[config.mk]
export PLATFORM = sky130hd
export DESIGN_NAME = cdb_arbiter
export DESIGN_NICKNAME = d
export VERILOG_FILES = /design/src/rtl/cdb_arbiter.sv
export SDC_FILE = /design/constraint.sdc
export NUM_CORES = 1
export LEC_CHECK = 0
export ABC_AREA = 1
export BUFFER_PORTS_ARGS = -buffer_cell sky130_fd_sc_hd__buf_2
export CORE_ASPECT_RATIO = 1.25
export CORE_MARGIN = 3
export CORE_UTILIZATION = 51
export DETAILED_ROUTE_END_ITERATION = 10
export GPL_ROUTABILITY_DRIVEN = 0
export PLACE_DENSITY = 0.92
export SLEW_MARGIN = 20
export SYNTH_ARGS = -nofsm -noshare
export SYNTH_HDL_FRONTEND = slang
export SYNTH_SLANG_ARGS = --single-unit
[constraint.sdc]
create_clock -name clk -period 3.62 [get_ports clk]
set_input_delay 0 -clock clk [delete_from_list [all_inputs] [get_ports clk]]
set_output_delay 0 -clock clk [all_outputs]
set_load 0.02 [all_outputs]
[src/rtl/cdb_arbiter.sv]
// Common data bus arbiter: round-robin grant of one result producer per cycle onto a registered CDB.
// Define CDB_ARB_MEM_PRIORITY_EN to give source 0 (memory) fixed priority over the round-robin sources.

package cdb_pkg;

    typedef struct packed {
        logic [3:0]  dest_rob_entry;
        logic [31:0] result;
        logic        branch_result;
        logic        load_step1;
    } cdb_packet_t;

endpackage

module cdb_arbiter
    import cdb_pkg::*;
#(
    parameter int N_SRC = 3
) (
    input  logic               clk,
    input  logic               reset,
    input  logic [N_SRC-1:0]   src_valid,
    input  cdb_packet_t        src_packet [N_SRC],
    output logic [N_SRC-1:0]   src_yummy,
    input  logic               flush,
    output cdb_packet_t        cdb_out,
    output logic               cdb_valid,
    output logic [15:0]        grant_count
);

    localparam int PTR_W = (N_SRC > 1) ? $clog2(N_SRC) : 1;

    logic [PTR_W-1:0] rr_ptr;
    logic [PTR_W-1:0] winner;
    logic [PTR_W-1:0] next_ptr;
    logic [N_SRC-1:0] eligible;
    logic [N_SRC-1:0] rr_req;
    logic             grant;
    logic             advance;

    // Winner search: first requesting index at or above rr_ptr, wrapping to 0.
    always_comb begin : arbitrate
        int idx;
        // NOTE: every combinational output gets a default first so no latch is inferred.
        idx      = 0;
        grant    = 1'b0;
        winner   = '0;
        eligible = flush ? '0 : src_valid;
`ifdef CDB_ARB_MEM_PRIORITY_EN
        rr_req   = eligible & ~N_SRC'(1);
`else
        rr_req   = eligible;
`endif
        for (int k = 0; k < N_SRC; k++) begin
            idx = int'(rr_ptr) + k;
            if (idx >= N_SRC) begin
                idx = idx - N_SRC;
            end
            if (!grant && rr_req[idx]) begin
                grant  = 1'b1;
                winner = PTR_W'(idx);
            end
        end
        advance = grant;
`ifdef CDB_ARB_MEM_PRIORITY_EN
        // Memory results bypass the rotation and leave the pointer where it was.
        if (eligible[0]) begin
            grant   = 1'b1;
            winner  = '0;
            advance = 1'b0;
        end
`endif
    end

    assign next_ptr = (int'(winner) == N_SRC - 1) ? '0 : winner + PTR_W'(1);

    // Yummy is gated by reset so an asserting reset kills the pulse without waiting for clk.
    always_comb begin
        src_yummy = '0;
        if (grant && reset) begin
            src_yummy[winner] = 1'b1;
        end
    end

    // NOTE: sequential state uses non-blocking assignments so all registers update from pre-edge values.
    always_ff @(posedge clk or negedge reset) begin
        if (!reset) begin
            cdb_valid   <= 1'b0;
            cdb_out     <= '0;
            rr_ptr      <= '0;
            grant_count <= '0;
        end else begin
            cdb_valid <= grant;
            if (grant) begin
                cdb_out <= src_packet[winner];
            end
            if (advance) begin
                rr_ptr <= next_ptr;
            end
            if (grant && grant_count != 16'hFFFF) begin
                grant_count <= grant_count + 16'd1;
            end
        end
    end

endmodule
==> run_results.csv, run 1 <==
group,metric,value,unit
critical_path,path_max_fanout,32,
timing,slew_violations,0,
clock_tree,cts_setup_buffers,0,
global_route,grt_max_degree,58,
drt,vias_per_cell,5.76,
clock_tree,clock_latency,0.34,ns
timing,tightest_slew,0.739,ns
synthesis,yosys.area_share.adder,1.33,%
timing,slew_headroom,50.7,%
synthesis,postSynthCellCount,537,
floorplan,rows,34,
critical_path,rrSetupSlack,1.01,ns
drt,routed-wl-met2,6980,um
global_route,grt_pass1_wl,22300,um
clock_tree,cts-root-buf,"clkbuf_8",
global_route,grt_pass1_vias,4782,
floorplan,start_util,53.3,%
critical_path,cp.arrival,2.81,ns
critical_path,crit_path_start_kind,"flop",
clock_tree,clkTransAtPathRegs,0.07,ns
drt,vias,4761,
floorplan,ioPinCount,178,
synthesis,yosys_warnings,0,
drt,met1_length,4940,um
timing,hold_violations,0,
synthesis,syn-num-nets,661,
final_layout,finish.net_count,856,
final_layout,diodes,0,
pwr,ir_worst_vdd,495,uV
final_layout,mostFrequentLayoutCell,"buf_2",
synthesis,synth_xor_area_share,3.49,%
timing,timing.fmax,356,MHz
place,pre_cts_ws,1.12,ns
global_route,antenna_found_initial,0,
floorplan,die_x,82.9,um
synthesis,syn_area,3760,um^2
clock_tree,h-tree-depth,3,
clock_tree,clk_path_buf_depth,2,
timing,totalNegativeSetupSlack,0,ns
critical_path,end_kind,"output port",
drt,route.met3.wl,1380,um
synthesis,synth.avg_cell_area,7.01,um^2
timing,fin_crit,2.81,ns
critical_path,path_common_cell,"nand3_1",
final_layout,synthToLayoutAreaGrowth,36.9,%
hold_path,hold_path.class,"input pin to flop",
flow_run,maxCapViolCount,0,
synthesis,synthSimpleGateAreaFrac,29.9,%
drt,routed_wl,13800,um
timing,fin_crit_sh,77.5,%
drt,drt_iter0_drc,323,
drt,wl_per_cell,16.6,um
synthesis,synthMuxAreaShare,0,%
drt,postRouteAntennaNets,0,
timing,setup_slack,0.814,ns
floorplan,die_area,8460,um^2
drt,dr.pass1.iters,6,
synthesis,yosysSeqAreaShare,37.9,%
pwr,power.leakage,2.87,nW
clock_tree,cts.sinks,57,
floorplan,core_area,7060,um^2
synthesis,synth_top_family_by_area,"simple AND/OR/NAND/NOR gates",
pwr,p_per_area,925,nW/um^2
clock_tree,cts_tree,"done",
clock_tree,cts_buffers,9,
synthesis,synth_cell_types,25,
timing,rsz0062_at_grt,"false",
timing,setup_viol,0,
critical_path,required,3.62,ns
final_layout,drive_gt1_share,29.0,%
place,io_buffers,177,
drt,remaining_drc_errors,0,
critical_path,slowest_delay,0.41,ns
floorplan,die_h,102,um
drt,top_layer,"met4",
synthesis,ys_seq_elements,57,
place,place.detailed.hpwl,8800,um
critical_path,critPathKind,"flop to output port",
synthesis,synth_compound_area_share,12.2,%
timing,skew,0.0133,ns
outcome,status,"finished, final reports clean",
global_route,grt_usage,32.3,%
global_route,grt-ovfl-total,0,
critical_path,cp_slowest_cell,"buf_4",
final_layout,final_cell_mix,"177 x buf_2, 130 x nand3_1, 92 x inv_1",
critical_path,path_cells,"inv_1 -> ha_1 -> inv_2 -> nand3_1 -> nand3_1 -> nand2_2 -> nand4_4 -> buf_4 -> nand2_1 -> nor3_1 -> buf_2",
-- layer usage --
metal  up-vias  track usage, %
li1       2129               -
met1      2193            36.3
met2       370            58.7
met3        69            7.26
met4         0            14.6
met5         -               0
-- cells by family after synthesis --
kind of cell               after synthesis
adders and majority gates                4
DFF                                     57
buffers and inverters                  133
xor gates and xnor gates                15
and+or+nand+nor                        240
AOI/OAI and AO/OA                       88
-- path summary, 6_finish.rpt --
path / to / cells after the start / startpoint
setup / recovery: src_yummy[2] / 11 / rr_ptr[0]
hold / removal: cdb_out[0] / 3 / src_packet[0]
setup reg to reg: cdb_out[33] / 10 / rr_ptr[0]
hold reg to reg: grant_count[3] / 1 / grant_count[3]
max in group asynchronous: grant_count[15] / 3 / reset
min in group asynchronous: cdb_out[29] / 3 / reset
-- through the flow --
| step | cell area, um^2 | hold WS [ns] | power [mW] | cells | util, % |
|---|---|---|---|---|---|
| floorplan | 3760 | -0.296 | 3.28 | 537 | - |
| global placement | 4620 | 0.247 | 3.88 | 778 | 65.4 |
| detailed placement | 4620 | 0.245 | 4.03 | 778 | 65.4 |
| CTS | 5150 | 0.00530 | 4.67 | 827 | 73.0 |
| global route | 5150 | 0.0159 | 5.10 | 827 | 73.0 |
| finish | 5150 | 0.0101 | 4.77 | 827 | 73.0 |
-- report_power, final --
group,internal [mW],switching (mW)
Clock,0.337,0.279
Combinational,0.940,2.04
Sequential,0.962,0.208
-- critical path: cells and delay by family, from the launching register on --
kind	cells	cell delay, ns
adder cells (fa/ha/maj)	1	0.39
buffers and inverters	4	0.78
flip-flops	1	0.35
AND/OR/NAND/NOR	6	0.93
-- timing repair --
item,in CTS,in global routing
hold buffers,33,0
gates resized for setup,0,0
endpoints found under the hold margin,89,0
setup endpoints to repair,0,0
-- flip-flops by register name, summed over array words and instances, names as in the netlist --
signal       flops
cdb_valid        1
cdb_out         38
rr_ptr           2
grant_count     16
-- cell usage after synthesis --
master	number	area, um^2
nor2_1	51	191
inv_2	8	30.0
a31oi_4	1	21.3
inv_1	92	345
nor3_1	6	30.0
buf_6	5	56.3
ha_1	4	50.1
clkbuf_1	8	30.0
xnor2_1	5	43.8
o21ai_1	7	35.0
buf_4	6	45.0
buf_1	2	7.51
a21oi_1	76	380
o22ai_1	1	6.26
nand4_1	7	43.8
nand2_2	3	18.8
xor2_1	10	87.6
nor3_2	1	10.0
buf_2	12	60.1
nand2_1	39	146
o21ai_0	3	15.0
nand4_4	1	21.3
nand3_1	130	651
nor4_1	2	12.5
dfrtp_1	57	1430
-- area by class of cell --
class / count / area [um^2]
fillers: 534 / 1910
well taps: 90 / 113
clock inverters: 6 / 67.6
repair buffers: 217 / 1270
multi-input cells: 347 / 1760
flip-flops and latches: 57 / 1430
inverters: 100 / 375
clock buffers: 10 / 138
No activity file was read; power rests on OpenSTA's default activity.
==> run 2: changes to the inputs <==
- ABC_AREA: 1 -> 0
- CORE_UTILIZATION: 51 -> 47
- PLACE_DENSITY: 0.92 -> 0.87
- clock period: 3.62 -> 2.8 ns (I/O delays scaled with it)
==> run_results.csv, run 2 <==
group,metric,value,unit
clock_tree,clkTransAtPathRegs,0.07,ns
pwr,ir_worst_vdd,654,uV
drt,drt_iter0_drc,296,
place,pre_cts_ws,0.284,ns
timing,setup_viol,0,
clock_tree,h-tree-depth,3,
synthesis,yosys_warnings,0,
place,io_buffers,177,
drt,routed_wl,14600,um
drt,remaining_drc_errors,0,
timing,hold_violations,0,
synthesis,syn-num-nets,505,
synthesis,ys_top_cells_by_count,"57 x dfrtp_1, 43 x o21ai_0, 41 x mux2i_1",
synthesis,postSynthCellCount,381,
final_layout,largest_registers,"cdb_out x38, grant_count x16, rr_ptr x2",
drt,vias,4530,
global_route,grt_usage,32.4,%
timing,fin_crit,2.67,ns
timing,rsz0062_at_grt,"true",
critical_path,path_max_fanout,25,
floorplan,die_x,84.1,um
final_layout,final_cell_mix,"177 x buf_2, 107 x dlygate4sd3_1, 57 x dfrtp_1",
final_layout,largest_reg_flops,38,
synthesis,synth_cell_types,51,
critical_path,end_kind,"flop",
timing,slew_headroom,61.6,%
floorplan,start_util,49.8,%
final_layout,mostFrequentLayoutCell,"buf_2",
place,place.detailed.hpwl,7740,um
synthesis,synthSimpleGateAreaFrac,9.01,%
global_route,grt_pass1_wl,23000,um
final_layout,synthToLayoutAreaGrowth,62.9,%
timing,fin_crit_sh,95.5,%
synthesis,yosysMostFrequentCell,"dfrtp_1",
floorplan,die_area,8710,um^2
flow_run,maxCapViolCount,0,
final_layout,nFillCells,418,
synthesis,synth_flop_cell,"dfrtp_1",
clock_tree,clk_path_buf_depth,2,
timing,hold_ws,0.0114,ns
clock_tree,cts.sinks,57,
synthesis,synthTopCellsByArea,"dfrtp_1 40%, mux2i_1 11%, o22ai_1 6.8%",
synthesis,yosys.area_share.adder,1.40,%
critical_path,required,3.01,ns
drt,wl_per_cell,19.3,um
drt,dr.pass1.iters,6,
synthesis,ys_seq_elements,57,
clock_tree,cts-root-buf,"clkbuf_8",
critical_path,critPathKind,"flop to flop",
timing,tightest_slew,0.576,ns
synthesis,syn_area,3580,um^2
hold_path,hold_path.class,"input pin to flop",
clock_tree,cts_buffers,9,
pwr,p_per_area,1060,nW/um^2
synthesis,synthMuxAreaShare,12.4,%
final_layout,drive_gt1_share,33.6,%
final_layout,top_register,"cdb_out",
clock_tree,clock_latency,0.34,ns
critical_path,crit_path_start_kind,"flop",
timing,skew,0.00680,ns
synthesis,synth_xor_area_share,2.93,%
final_layout,finish.net_count,782,
synthesis,synth_top_family_by_area,"compound AO/OA/AOI/OAI gates",
global_route,grt-ovfl-total,0,
drt,postRouteAntennaNets,0,
critical_path,cp.arrival,2.89,ns
final_layout,fin_util,81.2,%
floorplan,ioPinCount,178,
synthesis,synthArstFlopShare,100,%
timing,slew_violations,0,
global_route,antenna_found_initial,2,
synthesis,yosysSeqAreaShare,39.8,%
floorplan,rows,34,
floorplan,core_area,7190,um^2
drt,vias_per_cell,5.99,
synthesis,synth_compound_area_share,27.5,%
outcome,status,"finished, final reports clean",
timing,timing.fmax,374,MHz
synthesis,synth.top_cell.area_share,39.8,%
timing,setup_slack,0.127,ns
synthesis,synth_edf_count,0,
synthesis,yosysTopAreaCell,"dfrtp_1",
floorplan,die_h,104,um
pwr,power.leakage,2.65,nW
clock_tree,cts_tree,"done",
global_route,grt_pass1_vias,4649,
global_route,grt_max_degree,61,
synthesis,synth.avg_cell_area,9.40,um^2
==> run 2: cell types whose count changed in the layout (fill, tap and decap cells not counted), moves of 9 or more <==
cell / change
nand3_1: -120
inv_1: -87
dlygate4sd3_1: +74
nor2_1: -49
mux2i_1: +40
o21ai_0: +40
o22ai_1: +38
a21oi_1: -37
nand2_1: -33
o21ai_1: +27
and3_1: +9
xor2_1: -9
==> run 2: worst max-delay path, stage by stage, from the launching register on <==
cell and delay, ns:
dfrtp_1 0.39, inv_1 0.10, ha_2 0.40, inv_1 0.06, o31ai_1 0.47, a32o_2 0.28, buf_4 0.41, mux2i_1 0.31
o22ai_1 0.10
==> run 2: layer usage <==
metal  share of wire, %  wire, um  GRT usage, %  vias to the layer above
met5                  0         0             0                        -
met3                8.2      1190          5.40                       82
met4                5.9       856          20.6                        0
met1                 34      4950          35.3                     2119
met2                 52      7580          57.2                      324
li1                   -         -             -                     2005
==> run 2: power breakdown <==
group / switching (mW) / internal, mW
Clock: 0.365 / 0.408
Combinational: 2.35 / 1.52
Sequential: 0.315 / 1.21
Total: 3.03 / 3.13
==> run 2: cells by family (layout without fill, tap and decap cells) <==
family,after synthesis,after routing
other,0,3
AOI/OAI and AO/OA,172,172
muxes,44,44
adders and majority gates,4,4
buffers and inverters,41,323
and+or+nand+nor,51,51
DFF,57,57
xor gates and xnor gates,12,12
==> run 2: metrics by stage <==
| step | TNS [ns] | cells | power, mW | cell area (um^2) |
|---|---|---|---|---|
| finish | 0 | 756 | 6.16 | 5840 |
| global placement | 0 | 627 | 4.81 | 4480 |
| CTS | 0 | 750 | 5.87 | 5760 |
| global route | -0.0106 | 756 | 6.54 | 5840 |
| floorplan | 0 | 381 | 4.05 | 3580 |
| detailed placement | 0 | 627 | 4.96 | 4480 |
==> run 2: final cells by class <==
| class | instances | area, um^2 | share of cell area, % |
|---|---|---|---|
| clock buffers | 9 | 124 | 2.12 |
| flip-flops and latches | 57 | 1430 | 24.4 |
| diodes | 3 | 7.51 | 0.129 |
| repair buffers | 301 | 2120 | 36.4 |
| multi-input cells | 283 | 1950 | 33.4 |
| clock inverters | 7 | 71.3 | 1.22 |
| well taps | 90 | 113 | 1.93 |
| inverters | 6 | 25.0 | 0.429 |
==> run 2: what timing repair did <==
item,in CTS,in global routing
pin swaps,1,1
setup buffers,0,2
hold buffers,107,0
gates cloned,0,1
endpoints found under the setup margin,1,1
hold endpoints to repair,60,0
gates resized for setup,2,8
==> run 2: final timing paths <==
| check | startpoint | to | slack [ns] | cells after the start |
|---|---|---|---|---|
| max in group asynchronous | reset | cdb_valid | 1.73 | 3 |
| min in group asynchronous | reset | cdb_out[21] | 0.19 | 2 |
| worst min-delay path | src_packet[32] | cdb_out[32] | 0.01 | 3 |
| worst min register to register | grant_count[4] | grant_count[4] | 0.52 | 1 |
| worst max register to register | rr_ptr[0] | cdb_out[5] | 0.13 | 8 |
| worst max-delay path | rr_ptr[0] | cdb_out[5] | 0.13 | 8 |
